==> src/rtl/calc_pkg.sv <==
// Shared definitions for the calculator sequencer: key codes, ALU operation
// encoding, sequencer state encoding and small key-to-operation helpers.
package calc_pkg;

    // Key codes (bits [3:0] of a valid key pulse); 0-9 are digits.
    localparam logic [3:0] KEY_DIV = 4'ha;  // "/%" key
    localparam logic [3:0] KEY_MUL = 4'hb;  // "*" key
    localparam logic [3:0] KEY_ADD = 4'hc;  // "+-" key
    localparam logic [3:0] KEY_AC  = 4'hd;  // all clear
    localparam logic [3:0] KEY_ANS = 4'he;  // recall last good result
    localparam logic [3:0] KEY_EQ  = 4'hf;  // start the calculation

    typedef enum logic [2:0] {
        OpAdd = 3'd0,
        OpSub = 3'd1,
        OpMul = 3'd2,
        OpDiv = 3'd3,
        OpMod = 3'd4
    } op_e;

    typedef enum logic [2:0] {
        StA   = 3'd0,
        StOp  = 3'd1,
        StB   = 3'd2,
        StReq = 3'd3,
        StRes = 3'd4,
        StErr = 3'd5
    } state_e;

    // Operation selected by a fresh press of an operator key.
    function automatic op_e key_to_op(logic [3:0] key);
        case (key)
            KEY_DIV: return OpDiv;
            KEY_MUL: return OpMul;
            default: return OpAdd;
        endcase
    endfunction

    // Operator key pressed while an operation is already pending: the same
    // key flips between its two meanings, another key replaces the op.
    function automatic op_e toggle_op(op_e cur, logic [3:0] key);
        if (key == KEY_ADD && cur == OpAdd) return OpSub;
        if (key == KEY_ADD && cur == OpSub) return OpAdd;
        if (key == KEY_DIV && cur == OpDiv) return OpMod;
        if (key == KEY_DIV && cur == OpMod) return OpDiv;
        return key_to_op(key);
    endfunction

endpackage

==> src/rtl/calc_seq_ctrl_if.sv <==
// ALU request/acknowledge bus between the calculator sequencer and the ALU.
//   master (sequencer): drives alu_req, alu_op, alu_a, alu_b;
//                       receives alu_ack, alu_result, alu_err.
//   slave  (ALU)      : the mirror image.
interface calc_seq_ctrl_if
    import calc_pkg::*;
#(
    parameter int unsigned W = 32
);
    logic         alu_req;
    op_e          alu_op;
    logic [W-1:0] alu_a;
    logic [W-1:0] alu_b;
    logic         alu_ack;
    logic [W-1:0] alu_result;
    logic         alu_err;

    modport master (
        output alu_req, alu_op, alu_a, alu_b,
        input  alu_ack, alu_result, alu_err
    );

    modport slave (
        input  alu_req, alu_op, alu_a, alu_b,
        output alu_ack, alu_result, alu_err
    );
endinterface

==> src/rtl/calc_operand_reg.sv <==
// Decimal operand accumulator with digit count and lock.
//   clk, rst     : clock, asynchronous active-high reset
//   clear_i      : discard current value/count (may combine with digit_en_i
//                  to restart the operand with a single digit)
//   load_i       : load load_val_i and lock out further digits (wins)
//   load_val_i   : value to load
//   digit_en_i   : accumulate digit_i as val*10 + digit (dropped when full)
//   digit_i      : decimal digit 0-9
//   val_o        : current operand value
//   empty_o      : no digits entered and nothing loaded
module calc_operand_reg #(
    parameter int unsigned W      = 32,
    parameter int unsigned DIGITS = 9
) (
    input  logic         clk,
    input  logic         rst,
    input  logic         clear_i,
    input  logic         load_i,
    input  logic [W-1:0] load_val_i,
    input  logic         digit_en_i,
    input  logic [3:0]   digit_i,
    output logic [W-1:0] val_o,
    output logic         empty_o
);
    localparam int unsigned CntW = $clog2(DIGITS + 1);

    logic [W-1:0]    val_q, val_d, base_val;
    logic [CntW-1:0] cnt_q, cnt_d, base_cnt;

    always_ff @(posedge clk or posedge rst) begin
        if (rst) begin
            val_q <= '0;
            cnt_q <= '0;
        end else begin
            val_q <= val_d;
            cnt_q <= cnt_d;
        end
    end

    always_comb begin
        base_val = clear_i ? '0 : val_q;
        base_cnt = clear_i ? '0 : cnt_q;
        val_d    = base_val;
        cnt_d    = base_cnt;
        if (load_i) begin
            val_d = load_val_i;
            cnt_d = CntW'(DIGITS);
        end else if (digit_en_i && base_cnt < CntW'(DIGITS)) begin
            // val*10 as shift-add; cannot overflow for DIGITS decimal digits.
            val_d = (base_val << 3) + (base_val << 1) + W'(digit_i);
            cnt_d = base_cnt + 1'b1;
        end
    end

    assign val_o   = val_q;
    assign empty_o = (cnt_q == '0);

endmodule

==> src/rtl/calc_seq_ctrl.sv <==
// Calculator sequencer: turns keypad key pulses into operand A, operator and
// operand B, issues one request to a shared multi-cycle ALU and keeps the
// result for display and for the "ans" key.
//   clk, rst     : clock, asynchronous active-high reset
//   key_code_i   : 1-cycle key pulse, bit4 = valid, bits[3:0] = key
//   alu_io       : ALU req/ack bus (master side)
//   disp_value_o : value to show (A, B, result or 0 depending on state)
//   err_o        : ALU reported an error (or timed out); only AC leaves
//   busy_o       : ALU request outstanding
// Optional: define CALC_ALU_TIMEOUT_EN to abandon a request after TIMEOUT
// cycles without ack and go to the error state.
module calc_seq_ctrl
    import calc_pkg::*;
#(
    parameter int unsigned W       = 32,
    parameter int unsigned DIGITS  = 9,
    parameter int unsigned TIMEOUT = 255
) (
    input  logic                clk,
    input  logic                rst,
    input  logic [4:0]          key_code_i,
    calc_seq_ctrl_if.master     alu_io,
    output logic [W-1:0]        disp_value_o,
    output logic                err_o,
    output logic                busy_o
);
    state_e       state_q, state_d;
    op_e          op_q, op_d;
    logic [W-1:0] res_q, res_d;
    logic [W-1:0] ans_q, ans_d;
    logic         abort_q, abort_d;
    logic         req_q, req_d;
`ifdef CALC_ALU_TIMEOUT_EN
    logic [31:0]  tmo_q, tmo_d;
`endif

    logic         a_clear, a_load, a_digit, b_clear, b_load, b_digit;
    logic [W-1:0] a_load_val, a_val, b_val;
    logic         a_empty, b_empty;

    logic [3:0] key;
    logic       key_vld, is_digit, is_op, is_ac, is_ans, is_eq, ack;

    assign key      = key_code_i[3:0];
    assign key_vld  = key_code_i[4];
    assign is_digit = key_vld && (key <= 4'd9);
    assign is_op    = key_vld && (key == KEY_DIV || key == KEY_MUL || key == KEY_ADD);
    assign is_ac    = key_vld && (key == KEY_AC);
    assign is_ans   = key_vld && (key == KEY_ANS);
    assign is_eq    = key_vld && (key == KEY_EQ);
    // A late ack with no request outstanding is ignored.
    assign ack      = alu_io.alu_ack && req_q;

    calc_operand_reg #(
        .W      (W),
        .DIGITS (DIGITS)
    ) u_opnd_a (
        .clk        (clk),
        .rst        (rst),
        .clear_i    (a_clear),
        .load_i     (a_load),
        .load_val_i (a_load_val),
        .digit_en_i (a_digit),
        .digit_i    (key),
        .val_o      (a_val),
        .empty_o    (a_empty)
    );

    calc_operand_reg #(
        .W      (W),
        .DIGITS (DIGITS)
    ) u_opnd_b (
        .clk        (clk),
        .rst        (rst),
        .clear_i    (b_clear),
        .load_i     (b_load),
        .load_val_i (ans_q),
        .digit_en_i (b_digit),
        .digit_i    (key),
        .val_o      (b_val),
        .empty_o    (b_empty)
    );

    // State register.
    always_ff @(posedge clk or posedge rst) begin
        if (rst) begin
            state_q <= StA;
            op_q    <= OpAdd;
            res_q   <= '0;
            ans_q   <= '0;
            abort_q <= 1'b0;
            req_q   <= 1'b0;
`ifdef CALC_ALU_TIMEOUT_EN
            tmo_q   <= '0;
`endif
        end else begin
            state_q <= state_d;
            op_q    <= op_d;
            res_q   <= res_d;
            ans_q   <= ans_d;
            abort_q <= abort_d;
            req_q   <= req_d;
`ifdef CALC_ALU_TIMEOUT_EN
            tmo_q   <= tmo_d;
`endif
        end
    end

    // Next-state logic.
    always_comb begin
        state_d    = state_q;
        op_d       = op_q;
        res_d      = res_q;
        ans_d      = ans_q;
        abort_d    = abort_q;
        req_d      = req_q;
        a_clear    = 1'b0;
        a_load     = 1'b0;
        a_load_val = ans_q;
        a_digit    = 1'b0;
        b_clear    = 1'b0;
        b_load     = 1'b0;
        b_digit    = 1'b0;
`ifdef CALC_ALU_TIMEOUT_EN
        tmo_d      = '0;
`endif
        if (is_ac && state_q != StReq) begin
            a_clear = 1'b1;
            b_clear = 1'b1;
            res_d   = '0;
            op_d    = OpAdd;
            state_d = StA;
        end else begin
            case (state_q)
                StA: begin
                    if (is_digit) begin
                        a_digit = 1'b1;
                    end else if (is_op) begin
                        op_d    = key_to_op(key);
                        state_d = StOp;
                    end else if (is_ans && a_empty) begin
                        a_load = 1'b1;
                    end
                end
                StOp: begin
                    if (is_op) begin
                        op_d = toggle_op(op_q, key);
                    end else if (is_digit) begin
                        b_clear = 1'b1;
                        b_digit = 1'b1;
                        state_d = StB;
                    end else if (is_ans) begin
                        b_load  = 1'b1;
                        state_d = StB;
                    end
                end
                StB: begin
                    if (is_digit) begin
                        b_digit = 1'b1;
                    end else if (is_eq) begin
                        req_d   = 1'b1;
                        state_d = StReq;
                    end
                end
                StReq: begin
                    if (is_ac) abort_d = 1'b1;
                    if (ack) begin
                        req_d   = 1'b0;
                        abort_d = 1'b0;
                        if (abort_q || is_ac) begin
                            // Aborted: drop the result and clear everything.
                            a_clear = 1'b1;
                            b_clear = 1'b1;
                            res_d   = '0;
                            op_d    = OpAdd;
                            state_d = StA;
                        end else if (alu_io.alu_err) begin
                            state_d = StErr;
                        end else begin
                            res_d   = alu_io.alu_result;
                            ans_d   = alu_io.alu_result;
                            state_d = StRes;
                        end
                    end
`ifdef CALC_ALU_TIMEOUT_EN
                    else if (tmo_q == 32'(TIMEOUT - 1)) begin
                        req_d   = 1'b0;
                        abort_d = 1'b0;
                        state_d = StErr;
                    end else begin
                        tmo_d = tmo_q + 32'd1;
                    end
`endif
                end
                StRes: begin
                    if (is_digit) begin
                        a_clear = 1'b1;
                        a_digit = 1'b1;
                        state_d = StA;
                    end else if (is_op) begin
                        // Chain: the previous result becomes operand A.
                        a_load     = 1'b1;
                        a_load_val = res_q;
                        op_d       = key_to_op(key);
                        state_d    = StOp;
                    end else if (is_ans) begin
                        a_load  = 1'b1;
                        state_d = StA;
                    end
                end
                default: ;
            endcase
        end
    end

    // Outputs.
    always_comb begin
        alu_io.alu_req = req_q;
        alu_io.alu_op  = op_q;
        alu_io.alu_a   = a_val;
        alu_io.alu_b   = b_val;
        err_o          = (state_q == StErr);
        busy_o         = (state_q == StReq);
        case (state_q)
            StA, StOp:    disp_value_o = a_val;
            StB:          disp_value_o = b_val;
            StReq, StRes: disp_value_o = res_q;
            default:      disp_value_o = '0;
        endcase
    end

endmodule

==> src/flat_wrapper.sv <==
// flat-port wrapper written by rule: the top's interface ports become plain ports
module calc_seq_ctrl_flat import calc_pkg::*;
#(
    parameter int unsigned W       = 32,
    parameter int unsigned DIGITS  = 9,
    parameter int unsigned TIMEOUT = 255
)
  (clk, rst, key_code_i, disp_value_o, err_o, busy_o, alu_io_alu_req, alu_io_alu_op, alu_io_alu_a, alu_io_alu_b, alu_io_alu_ack, alu_io_alu_result, alu_io_alu_err);
  calc_seq_ctrl_if #(.W(W)) alu_io_i ();
  input  logic clk;
  input  logic rst;
  input  logic [4:0] key_code_i;
  output logic [W-1:0] disp_value_o;
  output logic err_o;
  output logic busy_o;
  output wire logic [$bits(alu_io_i.alu_req)-1:0] alu_io_alu_req;
  output wire logic [$bits(alu_io_i.alu_op)-1:0] alu_io_alu_op;
  output wire logic [$bits(alu_io_i.alu_a)-1:0] alu_io_alu_a;
  output wire logic [$bits(alu_io_i.alu_b)-1:0] alu_io_alu_b;
  input wire logic [$bits(alu_io_i.alu_ack)-1:0] alu_io_alu_ack;
  input wire logic [$bits(alu_io_i.alu_result)-1:0] alu_io_alu_result;
  input wire logic [$bits(alu_io_i.alu_err)-1:0] alu_io_alu_err;
  assign alu_io_alu_req = alu_io_i.alu_req;
  assign alu_io_alu_op = alu_io_i.alu_op;
  assign alu_io_alu_a = alu_io_i.alu_a;
  assign alu_io_alu_b = alu_io_i.alu_b;
  assign alu_io_i.alu_ack = alu_io_alu_ack;
  assign alu_io_i.alu_result = alu_io_alu_result;
  assign alu_io_i.alu_err = alu_io_alu_err;
  calc_seq_ctrl #(.W(W), .DIGITS(DIGITS), .TIMEOUT(TIMEOUT)) u_core (.clk(clk), .rst(rst), .key_code_i(key_code_i), .alu_io(alu_io_i), .disp_value_o(disp_value_o), .err_o(err_o), .busy_o(busy_o));
endmodule
==> config.mk <==
export PLATFORM = sky130hd
export DESIGN_NAME = calc_seq_ctrl_flat
export DESIGN_NICKNAME = d
export VERILOG_FILES = /design/src/rtl/calc_pkg.sv /design/src/rtl/calc_seq_ctrl_if.sv /design/src/rtl/calc_operand_reg.sv /design/src/rtl/calc_seq_ctrl.sv /design/src/flat_wrapper.sv
export SDC_FILE = /design/constraint.sdc
export NUM_CORES = 1
export LEC_CHECK = 0
export ABC_CLOCK_PERIOD_IN_PS = 4260
export BUFFER_PORTS_ARGS = -buffer_cell sky130_fd_sc_hd__buf_2
export CAP_MARGIN = 15
export CELL_PAD_IN_SITES_DETAIL_PLACEMENT = 0
export CELL_PAD_IN_SITES_GLOBAL_PLACEMENT = 1
export CORE_ASPECT_RATIO = 1.5
export CORE_MARGIN = 4
export CORE_UTILIZATION = 41
export DETAILED_ROUTE_END_ITERATION = 8
export GPL_TIMING_DRIVEN = 0
export MAX_ROUTING_LAYER = met4
export PLACE_DENSITY = 0.84
export SYNTH_ARGS = -nofsm -noshare
export SYNTH_HDL_FRONTEND = slang
export SYNTH_SLANG_ARGS = --single-unit
==> constraint.sdc <==
create_clock -name clk -period 4.26 [get_ports clk]
set_input_delay 0.426 -clock clk [delete_from_list [all_inputs] [get_ports clk]]
set_output_delay 0.426 -clock clk [all_outputs]
set_load 0.05 [all_outputs]
After elaboration in Yosys (flattened, before gate mapping)
Cells that the tools add are included. Widths: inputs -> output; s select.

Add/subtract/negate cells: 6. Magnitude comparators: 3. Eq/ne operators: 31. Mux-type cells: 105. Bitwise operators: 3. Reductions and logical operators: 37.

Operator list (count): $mux 32 (15); $pmux 32 s3 (1); $mux 3 (27); $add 32x32->32 (2); $add 32x4->32 (2); $mux 1 (48); $eq 4x4->1 const B (6); $mux 4 (6); $ne 3x1->1 const B (7); $pmux 3 s5 (1); $logic_and 1x1->1 (14); $ne 3x3->1 const B (4); $pmux 1 s2 (5); $reduce_and 5->1 (2); $eq 3x2->1 const B (3); $eq 3x3->1 const B (3); $pmux 3 s3 (1); $reduce_and 9->1 (1); $add 4x1->4 const B (2); $lt 4x4->1 const B (2); $reduce_bool 2->1 (4); $eq 3x1->1 const B (2); $logic_not 3->1 (2); $reduce_and 3->1 (2); other kinds (15) (23).

Flip-flop bits (word level): 144. Input bits: 41. Output and inout port bits: 102. Word-level logic and storage cells: 197.

Depth between registers and ports, before layout
Depth after elaboration: 29. Mapped depth: 23. Gate-level depth less buffers: 20.

Modules after synthesis
Synthesis repeated with hierarchy kept, for this count alone.

Cells, all modules: 1364. Area, all modules: 12211.7 µm².

By module, submodules not included: calc_seq_ctrl (instances 1, cells each 403, area each 4389.2 µm², seq. area each 1801.7 µm²); calc_operand_reg (u_core.u_opnd_b) (instances 1, cells each 483, area each 3941.3 µm², seq. area each 900.9 µm²); calc_operand_reg (u_core.u_opnd_a) (instances 1, cells each 478, area each 3881.2 µm², seq. area each 900.9 µm²).

Worst setup path before layout
OpenSTA, ideal clock, no wires.

Path kind: reg-to-reg. From: register u_core.state_q[1]. To: register u_core.u_opnd_a.val_q[30], in the netlist u_core.u_opnd_a.val_o[30]. Setup time: 0.124 ns. Arrival: 4.421 ns. Data required time: 4.136 ns. Setup slack: -0.285 ns. Stages on the path, launching flop included: 23. Buffers on the path: 4. Cell sequence: dfrtp_1 > buf_4 > and2_1 > buf_6 > nand2_8 > inv_2 > nand2_2 > a21oi_2 > buf_2 > buf_2 > nand2_1 > fa_1 > inv_1 > fa_1 > a211oi_1 > o211ai_1 > nand3_1 > a21oi_1 > o41ai_2 > o21ai_1 > a221oi_1 > mux2i_1 > o21ai_1.

Longest elaborated chain between the ends: 8. Elaborated cells on any way between the ends: 22.

Ends and longest elaborated chain: start, declared (RTL line calc_seq_ctrl.sv:27) `state_e state_q, state_d;`; start signal, assigned (RTL line calc_seq_ctrl.sv:87) `state_q <= StA;`; start signal, assigned (RTL line calc_seq_ctrl.sv:97) `state_q <= state_d;`; $eq 3x2->1 *; via busy_o (RTL line flat_wrapper.sv:15) `output logic busy_o;`; $pmux 1 s2 * (RTL line calc_seq_ctrl.sv:134) `case (state_q)`; $mux 1 * (RTL line calc_seq_ctrl.sv:127) `if (is_ac && state_q != StReq) begin`; $mux 32 / $mux 4 (equally long branches) (RTL line calc_operand_reg.sv:41, calc_operand_reg.sv:42); $add 32x32->32 / $lt 4x4->1 (equally long branches) (RTL line calc_operand_reg.sv:50, calc_operand_reg.sv:48); $add 32x4->32 / $logic_and 1x1->1 (equally long branches) (RTL line calc_operand_reg.sv:50, calc_operand_reg.sv:48); $mux 32 * (RTL line calc_operand_reg.sv:48) `end else if (digit_en_i && base_cnt < CntW'(DIGITS)) begin`; $mux 32 * (RTL line calc_operand_reg.sv:45) `if (load_i) begin`; via u_core.u_opnd_a.val_d[30] (RTL line calc_operand_reg.sv:27) `logic [W-1:0] val_q, val_d, base_val;`; end signal, assigned (RTL line calc_operand_reg.sv:35) `val_q <= val_d;`; end, declared (RTL line calc_operand_reg.sv:27).

Mark *: on every way through the listed nets, which the timed path passes. The rest lies on a longest branch. The select of a mux whose other input is x is not followed. A chain may end at the register's enable or synchronous reset.

Worst setup path in the final report
From: register u_core.state_q[1]. To: register u_core.u_opnd_b.val_q[27], in the netlist u_core.u_opnd_b.val_o[27].

Longest elaborated chain between the ends: 8. Elaborated cells on any way between the ends: 19.

Ends and longest elaborated chain (RTL line): $eq 3x2->1, or another cell as far along (calc_seq_ctrl.sv:134); $pmux 1 s2 / $logic_and 1x1->1 (equally long branches) (calc_seq_ctrl.sv:134, calc_seq_ctrl.sv:127); $mux 1 (calc_seq_ctrl.sv:127); $mux 32 / $mux 4 (equally long branches) (calc_operand_reg.sv:41, calc_operand_reg.sv:42); $add 32x32->32 / $lt 4x4->1 (equally long branches) (calc_operand_reg.sv:50, calc_operand_reg.sv:48); $add 32x4->32 / $logic_and 1x1->1 (equally long branches) (calc_operand_reg.sv:50, calc_operand_reg.sv:48); $mux 32 (calc_operand_reg.sv:48); $mux 32 * (calc_operand_reg.sv:45); via u_core.u_opnd_b.val_d[27] (calc_operand_reg.sv:27); end signal, assigned (calc_operand_reg.sv:35); end, declared (calc_operand_reg.sv:27).

Marked as above.

==> impl_metrics.tcl <==
set metrics [dict create \
    status "complete, no violations" \
    final.period_utilization_pct 97.26 \
    synthSimpleGateAreaFrac_pct 18.48 \
    rr_worst_depth 19 \
    mostFrequentLayoutCells "nand2_1 (152), buf_2 (151), dfrtp_1 (141)" \
    final_common_cell "nand2_1" \
    antenna_found_initial 0 \
    crit_type "flip-flop to flip-flop" \
    vias_per_cell 5.840 \
    p_leak_nw 6.830 \
    drt-total-wl_um 41240 \
    grt_max_degree 40 \
    vias 11210 \
    grt_pass1_vias 11000 \
    wire_per_inst_um 21.48 \
    synth_edf_count 0 \
    drc 0 \
    dr.pass1.iters 5 \
    powerDensity_nw_per_um2 766.6 \
    synthToLayoutAreaGrowth_pct 22.34 \
    synthFlopType "dfrtp_1" \
    max-slew-margin-rel_pct 26.35 \
    ys_top_cells_by_area "dfrtp_1 (31%), ha_1 (13%), a21oi_1 (5.8%)" \
    syn_area_per_cell_um2 8.548 \
    clock-root-buffer "clkbuf_16" \
    cts.sinks 144 \
    cap_violations 0 \
    core_area_um2 28060 \
    clock_skew_ps 8.068 \
    tightest_slew_ps 1096 \
    critPathCaptureType "flip-flop" \
    fin_nets 1727 \
    layout-drive-gt1-share_pct 22.74 \
    grt_usage_pct 26.25 \
    reg2reg_slack_ps 120 \
    grt-ovfl-total 0 \
    start_util_pct 41.68 \
    design_area_um2 14310 \
    clkLatencyLatePin_ps 430 \
    r2r-start "u_core.state_q[1]" \
    synth_cell_types 80 \
    dp.cells 1858 \
    post-route-util_pct 50.99 \
    synth_top_area_cell "dfrtp_1" \
    fin_cells 1920 \
    diodes 0 \
    finalWorstPathRequiredPeriod_ps 4143 \
    fp.dieArea_um2 31340 \
    synth_fa_ha_area_share_pct 13.46 \
    synth_top_family_by_area "compound AO/OA/AOI/OAI gates" \
    rows 75 \
    crit_required_ps 4580 \
    startpoint_type "flip-flop" \
    cts_tree "done" \
    yosys_warnings 0 \
    r2r_end "u_core.u_opnd_b.val_o[27]" \
    final_hold_viol_count 0 \
    ios 143 \
    max_freq_ghz 0.2414 \
    fillers 2683 \
    postPlaceCellArea_um2 12930 \
    hold_slack_ps 156.6 \
    min_path_type "input pin to asynchronous set/reset pin" \
    tritoncts.num_buffers 17 \
    synth.cell_area_um2 11690 \
    antenna_left 0 \
    drt-initial-drc-count 859 \
    ir_drop_v 0.0003247 \
    synth_compound_gate_area_share_pct 25.05 \
    setup_slack_ps 116.7 \
    arrival_ps 4460 \
    ys_ff_latch 144 \
    synthCells 1368 \
    grt_pass1_wl_um 63050 \
    drv_slew 0 \
    fin_setup_tns_ps 0 \
    cp_max_fo 6 \
    synth_nets 1533 \
    htree_levels 4 \
    p_total_mw 10.97 \
    synth_top_area_share_pct 30.82 \
    setup_viol 0 \
    yosysSeqAreaShare_pct 30.82 \
    async_flop_share_pct 100.0 \
    die_w_um 145.9 \
    clkTransAtPathRegs_ps 70 \
    dp_slack_ps -1186 \
    clockBufferDepth 2 \
    die_h_um 214.8 \
    place_congestion 0.9485 \
    dpl.hpwl_um 33120 \
    synth_xor_area_share_pct 3.445 \
    muxShareOfSynthArea_pct 4.622 \
    port_buffers 141 \
]
## cells in the mapped netlist, drive strengths merged, types with 22 or more instances
master  instances
ha            121
a22o           22
xnor2          29
o21ai          83
o22ai          39
a31oi          24
nor2           78
a21o           27
buf            23
a22oi          44
clkbuf         59
inv            33
nor2b          44
mux2           32
dfrtp         144
and2           65
nand2         156
a21oi         137
## kinds of logic (layout without fill, tap and decap cells)
| logic type | Yosys count | in the layout |
|---|---|---|
| adders and majority gates | 124 | 124 |
| muxes | 50 | 50 |
| AOI/OAI and AO/OA | 453 | 453 |
| DFF | 144 | 144 |
| xor gates and xnor gates | 46 | 46 |
| buffers and inverters | 115 | 321 |
| and+or+nand+nor | 436 | 436 |
## state kept, by name, summed over array words and instances, names as in the netlist
name / cells
u_core.abort_q: 1
u_core.alu_io.alu_op: 3
u_core.alu_io.alu_req: 1
u_core.ans_q: 32
u_core.res_q: 32
u_core.state_q: 3
u_core.u_opnd_a.cnt_q: 4
u_core.u_opnd_a.val_o: 32
u_core.u_opnd_b.cnt_q: 4
u_core.u_opnd_b.val_o: 32
## cell type report
class	count	area (um2)	area share (%)
multi-input combinational	1109	8070	56.41
buffer	76	371.6	2.598
clock inverter	11	156.4	1.093
clock buffer	20	456.7	3.192
inverter	33	137.6	0.9620
sequential	144	3607	25.21
tap	346	432.9	3.026
timing repair buffer	181	1074	7.504
## what timing repair did
item	CTS	global route
setup endpoints to repair	46	30
gates resized for setup	66	42
pin swaps	25	32
buffers inserted	24	13
hold buffers	0	0
cloned	0	0
endpoints found under the hold margin	0	0
## worst max-delay path, cell delays in order (launching register included)
cell,delay (ps)
dfrtp_2,430
and2_4,200
nand2_8,70
o21ai_4,230
a22oi_4,80
buf_12,150
buf_8,130
buf_4,150
and2_1,180
ha_1,300
ha_1,380
nand3_2,130
nand2b_1,150
a32oi_1,140
a221o_1,330
a31o_4,230
a21oi_4,180
mux2i_1,200
a21oi_1,100
a221o_1,270
## worst max path at each step
stage | startpoint | end | slack, ps | cells past startpoint
2_1_floorplan | u_core.state_q[1] | u_core.u_opnd_a.val_o[30] | -20 | 22
3_3_place_gp | key_code_i[1] | u_core.u_opnd_b.val_o[27] | -1110 | 20
3_5_place_dp | key_code_i[1] | u_core.u_opnd_b.val_o[28] | -1190 | 21
4_1_cts | u_core.state_q[1] | u_core.u_opnd_a.val_o[30] | -50 | 21
5_1_grt | u_core.state_q[2] | u_core.u_opnd_a.val_o[19] | -40 | 19
6_report | u_core.state_q[1] | u_core.u_opnd_b.val_o[27] | 120 | 19
## power by group
part / internal, mW / total (mW) / switching (mW)
logic: 2.51 / 7.22 / 4.71
clock network: 0.955 / 1.56 / 0.603
registers: 1.73 / 2.19 / 0.466
total: 5.19 / 11.0 / 5.78
## metal layers
| layer | wire (um) | track usage [%] | share of wire (%) |
|---|---|---|---|
| met1 | 16600 | 30.77 | 40 |
| met2 | 20820 | 44.84 | 51 |
| met3 | 1720 | 2.739 | 4.2 |
| met4 | 2088 | 12.99 | 5.1 |
| met5 | 0 | - | 0 |
No activity file was read; power rests on OpenSTA's default activity.
